--- src/rtl/instruction_fetch_unit_if.sv ---
`default_nettype none
// ============================================================================
// Module      : instruction_fetch_unit_if
// Description : Bundles the fetch unit's bus signals into one interface:
//               the combinational instruction-memory port, the downstream
//               redirect request and the decode-side valid/ready output.
//               master : the fetch unit (drives imem_addr, out_*)
//               slave  : the environment (drives imem_instr, redirect_*,
//                        out_ready)
// Revision    : 1.0 - initial release
// ============================================================================
interface instruction_fetch_unit_if;
  // instruction memory
  logic [31:0] imem_addr;
  logic [31:0] imem_instr;
  // redirect from branch/jump resolution
  logic        redirect_valid;
  logic [31:0] redirect_pc;
  // decode-side handshake
  logic        out_valid;
  logic [31:0] out_instr;
  logic [31:0] out_pc;
  logic        out_ready;

  modport master (
    output imem_addr,
    input  imem_instr,
    input  redirect_valid,
    input  redirect_pc,
    output out_valid,
    output out_instr,
    output out_pc,
    input  out_ready
  );

  modport slave (
    input  imem_addr,
    output imem_instr,
    output redirect_valid,
    output redirect_pc,
    input  out_valid,
    input  out_instr,
    input  out_pc,
    output out_ready
  );
endinterface
`default_nettype wire

--- src/rtl/instruction_fetch_unit.sv ---
`default_nettype none
// ============================================================================
// Module      : instruction_fetch_unit
// Description : Sequential instruction fetch into a small FIFO buffer.
//               The fetch PC addresses a combinational instruction memory;
//               each fetched {pc, instr} pair is pushed into a FIFO whose
//               head is presented to decode with a valid/ready handshake.
//               A redirect flushes the buffer and reloads the fetch PC.
// Ports       : clk          - clock, all state on rising edge
//               reset        - synchronous, active-high reset
//               bus (master) - imem_addr/imem_instr, redirect_valid/pc,
//                              out_valid/out_instr/out_pc/out_ready
//               perf_fetched - push counter  (FETCH_PERF_COUNTERS_EN only)
//               perf_stall   - stall counter (FETCH_PERF_COUNTERS_EN only)
// Parameters  : RESET_PC   - first fetch address after reset
//               FIFO_DEPTH - buffer depth, power of two, >= 2
// Macro       : FETCH_PERF_COUNTERS_EN - adds the two performance counters
// Revision    : 1.0 - initial release
// ============================================================================
module instruction_fetch_unit #(
  parameter logic [31:0] RESET_PC   = 32'h0000_0000,
  parameter int          FIFO_DEPTH = 4
) (
  input  logic                     clk,
  input  logic                     reset,
  instruction_fetch_unit_if.master bus
`ifdef FETCH_PERF_COUNTERS_EN
  ,
  output logic [31:0]              perf_fetched,
  output logic [31:0]              perf_stall
`endif
);

  localparam int c_ptr_w = $clog2(FIFO_DEPTH);
  localparam int c_cnt_w = c_ptr_w + 1;
  localparam logic [c_cnt_w-1:0] c_full_cnt = c_cnt_w'(FIFO_DEPTH);

  // --------------------------------------------------------------------------
  // State
  // --------------------------------------------------------------------------
  logic [31:0]        r_fetch_pc;
  logic [c_ptr_w-1:0] r_rd_ptr;
  logic [c_ptr_w-1:0] r_wr_ptr;
  logic [c_cnt_w-1:0] r_count;
  logic [31:0]        r_buf_pc    [FIFO_DEPTH];
  logic [31:0]        r_buf_instr [FIFO_DEPTH];

  // --------------------------------------------------------------------------
  // Control
  // --------------------------------------------------------------------------
  logic w_out_valid;
  logic w_full;
  logic w_pop;
  logic w_push;
  logic w_stall;

  assign w_out_valid = (r_count != '0);
  assign w_full      = (r_count == c_full_cnt);
  // A pop only counts when no redirect discards it.
  assign w_pop       = w_out_valid && bus.out_ready && !bus.redirect_valid;
  // A full buffer may still accept the new word if the head leaves this cycle.
  assign w_push      = !bus.redirect_valid && (!w_full || w_pop);
  assign w_stall     = !bus.redirect_valid && w_full && !w_pop;

  // --------------------------------------------------------------------------
  // Fetch PC and FIFO pointers
  // --------------------------------------------------------------------------
  always_ff @(posedge clk) begin
    if (reset) begin
      r_fetch_pc <= RESET_PC;
      r_rd_ptr   <= '0;
      r_wr_ptr   <= '0;
      r_count    <= '0;
    end else if (bus.redirect_valid) begin
      r_fetch_pc <= {bus.redirect_pc[31:2], 2'b00};
      r_rd_ptr   <= '0;
      r_wr_ptr   <= '0;
      r_count    <= '0;
    end else begin
      if (w_push) begin
        // Natural 32-bit overflow gives the required wrap to zero.
        r_fetch_pc <= r_fetch_pc + 32'd4;
        r_wr_ptr   <= r_wr_ptr + c_ptr_w'(1);
      end
      if (w_pop) begin
        r_rd_ptr <= r_rd_ptr + c_ptr_w'(1);
      end
      case ({w_push, w_pop})
        2'b10:   r_count <= r_count + c_cnt_w'(1);
        2'b01:   r_count <= r_count - c_cnt_w'(1);
        default: r_count <= r_count;
      endcase
    end
  end

  // Buffer storage needs no reset: entries are only visible when counted.
  always_ff @(posedge clk) begin
    if (!reset && w_push) begin
      r_buf_pc[r_wr_ptr]    <= r_fetch_pc;
      r_buf_instr[r_wr_ptr] <= bus.imem_instr;
    end
  end

  // --------------------------------------------------------------------------
  // Outputs: all from registers; data forced to zero while the buffer is
  // empty so reset presents clean zeros.
  // --------------------------------------------------------------------------
  assign bus.imem_addr = r_fetch_pc;
  assign bus.out_valid = w_out_valid;
  assign bus.out_pc    = w_out_valid ? r_buf_pc[r_rd_ptr]    : 32'h0;
  assign bus.out_instr = w_out_valid ? r_buf_instr[r_rd_ptr] : 32'h0;

`ifdef FETCH_PERF_COUNTERS_EN
  // --------------------------------------------------------------------------
  // Performance counters (wrap modulo 2^32)
  // --------------------------------------------------------------------------
  logic [31:0] r_perf_fetched;
  logic [31:0] r_perf_stall;

  always_ff @(posedge clk) begin
    if (reset) begin
      r_perf_fetched <= '0;
      r_perf_stall   <= '0;
    end else begin
      if (w_push) begin
        r_perf_fetched <= r_perf_fetched + 32'd1;
      end
      if (w_stall) begin
        r_perf_stall <= r_perf_stall + 32'd1;
      end
    end
  end

  assign perf_fetched = r_perf_fetched;
  assign perf_stall   = r_perf_stall;
`else
  // Stall detection only feeds the counters.
  logic w_unused;
  assign w_unused = w_stall;
`endif

endmodule
`default_nettype wire

--- src/flat_wrapper.sv ---
// flat-port wrapper written by rule: the top's interface ports become plain ports
module instruction_fetch_unit_flat 
#(
  parameter logic [31:0] RESET_PC   = 32'h0000_0000,
  parameter int          FIFO_DEPTH = 4
)
  (clk, reset, bus_imem_addr, bus_imem_instr, bus_redirect_valid, bus_redirect_pc, bus_out_valid, bus_out_instr, bus_out_pc, bus_out_ready);
  instruction_fetch_unit_if bus_i ();
  input  logic clk;
  input  logic reset;
  output wire logic [$bits(bus_i.imem_addr)-1:0] bus_imem_addr;
  input wire logic [$bits(bus_i.imem_instr)-1:0] bus_imem_instr;
  input wire logic [$bits(bus_i.redirect_valid)-1:0] bus_redirect_valid;
  input wire logic [$bits(bus_i.redirect_pc)-1:0] bus_redirect_pc;
  output wire logic [$bits(bus_i.out_valid)-1:0] bus_out_valid;
  output wire logic [$bits(bus_i.out_instr)-1:0] bus_out_instr;
  output wire logic [$bits(bus_i.out_pc)-1:0] bus_out_pc;
  input wire logic [$bits(bus_i.out_ready)-1:0] bus_out_ready;
  assign bus_imem_addr = bus_i.imem_addr;
  assign bus_i.imem_instr = bus_imem_instr;
  assign bus_i.redirect_valid = bus_redirect_valid;
  assign bus_i.redirect_pc = bus_redirect_pc;
  assign bus_out_valid = bus_i.out_valid;
  assign bus_out_instr = bus_i.out_instr;
  assign bus_out_pc = bus_i.out_pc;
  assign bus_i.out_ready = bus_out_ready;
  instruction_fetch_unit #(.RESET_PC(RESET_PC), .FIFO_DEPTH(FIFO_DEPTH)) u_core (.clk(clk), .reset(reset), .bus(bus_i));
endmodule
--- config.mk ---
export PLATFORM = sky130hd
export DESIGN_NAME = instruction_fetch_unit_flat
export DESIGN_NICKNAME = d
export VERILOG_FILES = /design/src/rtl/instruction_fetch_unit_if.sv /design/src/rtl/instruction_fetch_unit.sv /design/src/flat_wrapper.sv
export SDC_FILE = /design/constraint.sdc
export NUM_CORES = 1
export LEC_CHECK = 0
export BUFFER_PORTS_ARGS = -buffer_cell sky130_fd_sc_hd__buf_2
export CELL_PAD_IN_SITES_DETAIL_PLACEMENT = 1
export CELL_PAD_IN_SITES_GLOBAL_PLACEMENT = 2
export CORE_UTILIZATION = 43
export CTS_BUF_LIST = sky130_fd_sc_hd__clkbuf_8
export DETAILED_ROUTE_END_ITERATION = 10
export GPL_TIMING_DRIVEN = 0
export HOLD_SLACK_MARGIN = 0.06
export PLACE_DENSITY = 0.9
export SYNTH_ARGS = -nofsm -noshare
export SYNTH_HDL_FRONTEND = slang
export SYNTH_SLANG_ARGS = --single-unit
--- constraint.sdc ---
create_clock -name clk -period 3.95 [get_ports clk]
set_input_delay 0.1975 -clock clk [delete_from_list [all_inputs] [get_ports clk]]
set_output_delay 0.1975 -clock clk [all_outputs]
set_load 0.02 [all_outputs]
==> results.json <==
{
  "yosysWarnings": 0,
  "dr_total_vias": 7381,
  "p_switching_mw": 1.49,
  "cts_setup_buffers": 0,
  "p_leak_nw": 5.33,
  "clock_skew_ns": 0.0147,
  "start_util_pct": 43.9,
  "synthCells": 699,
  "setup_viol": 0,
  "design.portCount": 165,
  "die_w_um": 168,
  "instances_no_fill": 1358,
  "cts_inserted_buffers": 47,
  "critical_path_required_ns": 3.75,
  "critPathTopFamily": "buffers and inverters",
  "coreArea_um2": 27000,
  "status": "complete, no violations",
  "tritoncts": "done",
  "place_inst": 1205,
  "min_from": "reset",
  "yosys-top-cells-count": "248 x edfxtp_1, 71 x and2_1, 62 x mux4_2",
  "crit_slowest_cell": "clkbuf_1",
  "synth-seq-area-share_pct": 69.4,
  "cts.sinks": 287,
  "internal-power_mw": 4.86,
  "synthTopCellsByArea": "edfxtp_1 63%, mux4_2 12%, dfxtp_1 6.6%",
  "arrival_ns": 2.73,
  "max_stage_delay_ns": 0.52,
  "fillCellCount": 2670,
  "fp.dieH_um": 168,
  "dp_hpwl_um": 19100,
  "netlist.area_leader.share_pct": 62.8,
  "fmax_mhz": 342,
  "dr.pass1.iters": 4,
  "synth.distinct_cells": 70,
  "drv_slew": 0,
  "fin_nets": 1052,
  "port_buffers": 158,
  "pwr-share-clk_pct": 38.2,
  "syn_area_per_cell_um2": 17.0,
  "final_util_pct": 54.6,
  "maxCapViolCount": 0,
  "pwr-share-seq_pct": 54.5,
  "yosysTopAreaCell": "edfxtp_1",
  "slew_headroom_pct": 45.8,
  "drt-initial-drc-count": 449,
  "synth-seq-cells": 287,
  "rsz0062_at_grt": "no",
  "synthFlopType": "edfxtp_1",
  "post-route-period-util_pct": 74.0,
  "ant_nets": 0,
  "crit_chain": "inv_1, ha_1, nand2b_1, clkbuf_1, clkbuf_1, and2_1, buf_2",
  "grt_usage_pct": 21.2,
  "regToRegSetupSlack_ns": 1.13,
  "clk_pin_slew_ns": 0.06,
  "std_cell_rows": 60,
  "syn_area_um2": 11900,
  "h-tree-depth": 2,
  "max_slew.worst_pin.slew_ns": 0.805,
  "cpMostUsedCell": "clkbuf_1",
  "gp_congestion": 0.842,
  "max-vdd-ir-drop_mv": 0.222,
  "r2r_start": "u_core.r_count[0]",
  "powerDensity_nw_per_um2": 430,
  "die-area_um2": 28300,
  "post_drt_wl_per_cell_um": 21.8,
  "hp-class": "input port to flip-flop",
  "switching_share_pct": 23.4,
  "area_growth_pct": 24.3,
  "grt_antenna_before_repair": 1,
  "async_flop_share_pct": 0,
  "drc": 0,
  "synth.most_common_cell": "edfxtp_1",
  "worst_setup_path_end_kind": "output pin",
  "cts_max_path_buffers": 3,
  "wl_um": 29500,
  "root_buffer": "clkbuf_8",
  "grt_pass1_vias": 7824,
  "crit_buf_inv": 4,
  "hold_violations": 0,
  "avgViaCountPerCell": 5.44,
  "grt_overflow": 0,
  "crit_fanout": 10,
  "combPwrFrac_pct": 7.3,
  "clkLatencyLatePin_ns": 0.56,
  "start_kind": "flip-flop",
  "grt_start_max_net_pins": 45,
  "min_period_ns": 2.92,
  "drive_gt1_share_pct": 31.5,
  "critical_path.startpoint": "u_core.r_count[0]",
  "synth-edff-count": 248,
  "path_class": "flip-flop to output pin",
  "grt_pass1_wl_um": 45100
}
## state kept, by name (all words and copies together), names as in the netlist, named ones only
| signal | count |
|---|---|
| u_core.r_rd_ptr | 2 |
| u_core.r_count | 3 |
| u_core.r_buf_instr | 128 |
| u_core.r_buf_pc | 120 |
| u_core.r_wr_ptr | 2 |
| u_core.bus.imem_addr | 30 |
## path summary, 6_finish.rpt
| path | endpoint | cells after the start |
|---|---|---|
| worst min register to register | u_core.r_wr_ptr[1] | 2 |
| worst min-delay path | u_core.bus.imem_addr[13] | 3 |
| worst max-delay path | bus_out_pc[20] | 7 |
| worst max register to register | u_core.bus.imem_addr[21] | 8 |
## logic make-up (layout without fill, tap and decap cells)
family | after synthesis | in the layout | share of synthesized area (%)
AO/OA/AOI/OAI | 72 | 72 | 5.03
adder cells (fa/ha/maj) | 7 | 7 | 0.738
other | 1 | 5 | 0.0316
multiplexers | 63 | 63 | 11.9
XOR/XNOR | 11 | 11 | 0.812
AND/OR/NAND/NOR | 200 | 200 | 9.68
flip-flops | 287 | 287 | 69.4
buffers and inverters | 58 | 372 | 2.50
## area by class of cell
| cell class | count | area, um2 | share of cell area (%) |
|---|---|---|---|
| multi-input cells | 357 | 3360 | 22.8 |
| clock inverters | 36 | 176 | 1.20 |
| well taps | 341 | 427 | 2.89 |
| inverters | 16 | 60.1 | 0.407 |
| clock buffers | 52 | 716 | 4.85 |
| flip-flops and latches | 287 | 8230 | 55.8 |
| plain buffers | 42 | 236 | 1.60 |
| repair buffers | 226 | 1540 | 10.5 |
| diodes | 1 | 2.50 | 0.0170 |
## power by group through the flow
| stage | Sequential [mW] | Clock (mW) | Combinational (mW) |
|---|---|---|---|
| 3_3_place_gp | 3.52 | 0 | 0.399 |
| 3_5_place_dp | 3.52 | 0 | 0.418 |
| 5_1_grt | 3.46 | 2.59 | 0.504 |
| 6_report | 3.46 | 2.42 | 0.465 |
| 2_1_floorplan | 3.52 | 0 | 0.217 |
| 4_1_cts | 3.46 | 2.49 | 0.469 |
## what timing repair did
| item | CTS | global route |
|---|---|---|
| endpoints found under the hold margin | 159 | 0 |
| hold buffers | 64 | 0 |
| gates resized for setup | 0 | 0 |
## per-stage QoR
step | hold slack (ns) | area, um2 | setup TNS, ns | power [mW] | worst slack (ns)
global placement | 0.411 | 13100 | -145.98 | 3.92 | -0.620
CTS | 0.0663 | 14700 | 0 | 6.41 | 0.865
floorplan | 0.296 | 11900 | 0 | 3.73 | 0.794
finish | 0.104 | 14700 | 0 | 6.34 | 1.03
detailed placement | 0.419 | 13200 | 0 | 3.94 | 1.17
global route | 0.0999 | 14700 | 0 | 6.56 | 0.733
## worst reg2reg max path, cell delays in order (launching register included)
cell           delay (ns)
dfxtp_1              0.37
inv_1                0.06
ha_1                 0.25
and2_1               0.25
buf_2                0.23
a21oi_1              0.49
a311oi_1             0.19
a2111oi_1            0.34
dlygate4sd3_1        0.60
## cells in the final DEF (no fill, tap or decap), types with 7 or more instances in the layout
cell,count
mux4_2,62
nor2_1,30
buf_2,167
nor3_1,7
and2_1,67
clkinv_1,12
ha_1,7
nand4_1,11
nand2_1,22
clkbuf_8,53
xnor2_1,7
clkbuf_1,22
dfxtp_1,39
edfxtp_1,248
nor2b_1,9
dlygate4sd3_1,64
a21oi_1,7
inv_1,32
nand3_1,14
a211oi_1,10
## layer usage
layer	vias up	routed length (um)	track usage (%)
li1	3347	-	-
met1	3754	12700	28.0
met2	235	14700	36.0
met3	45	1440	3.64
met4	0	678	6.76
met5	-	0	0
Power figures use the tool's default switching activity.
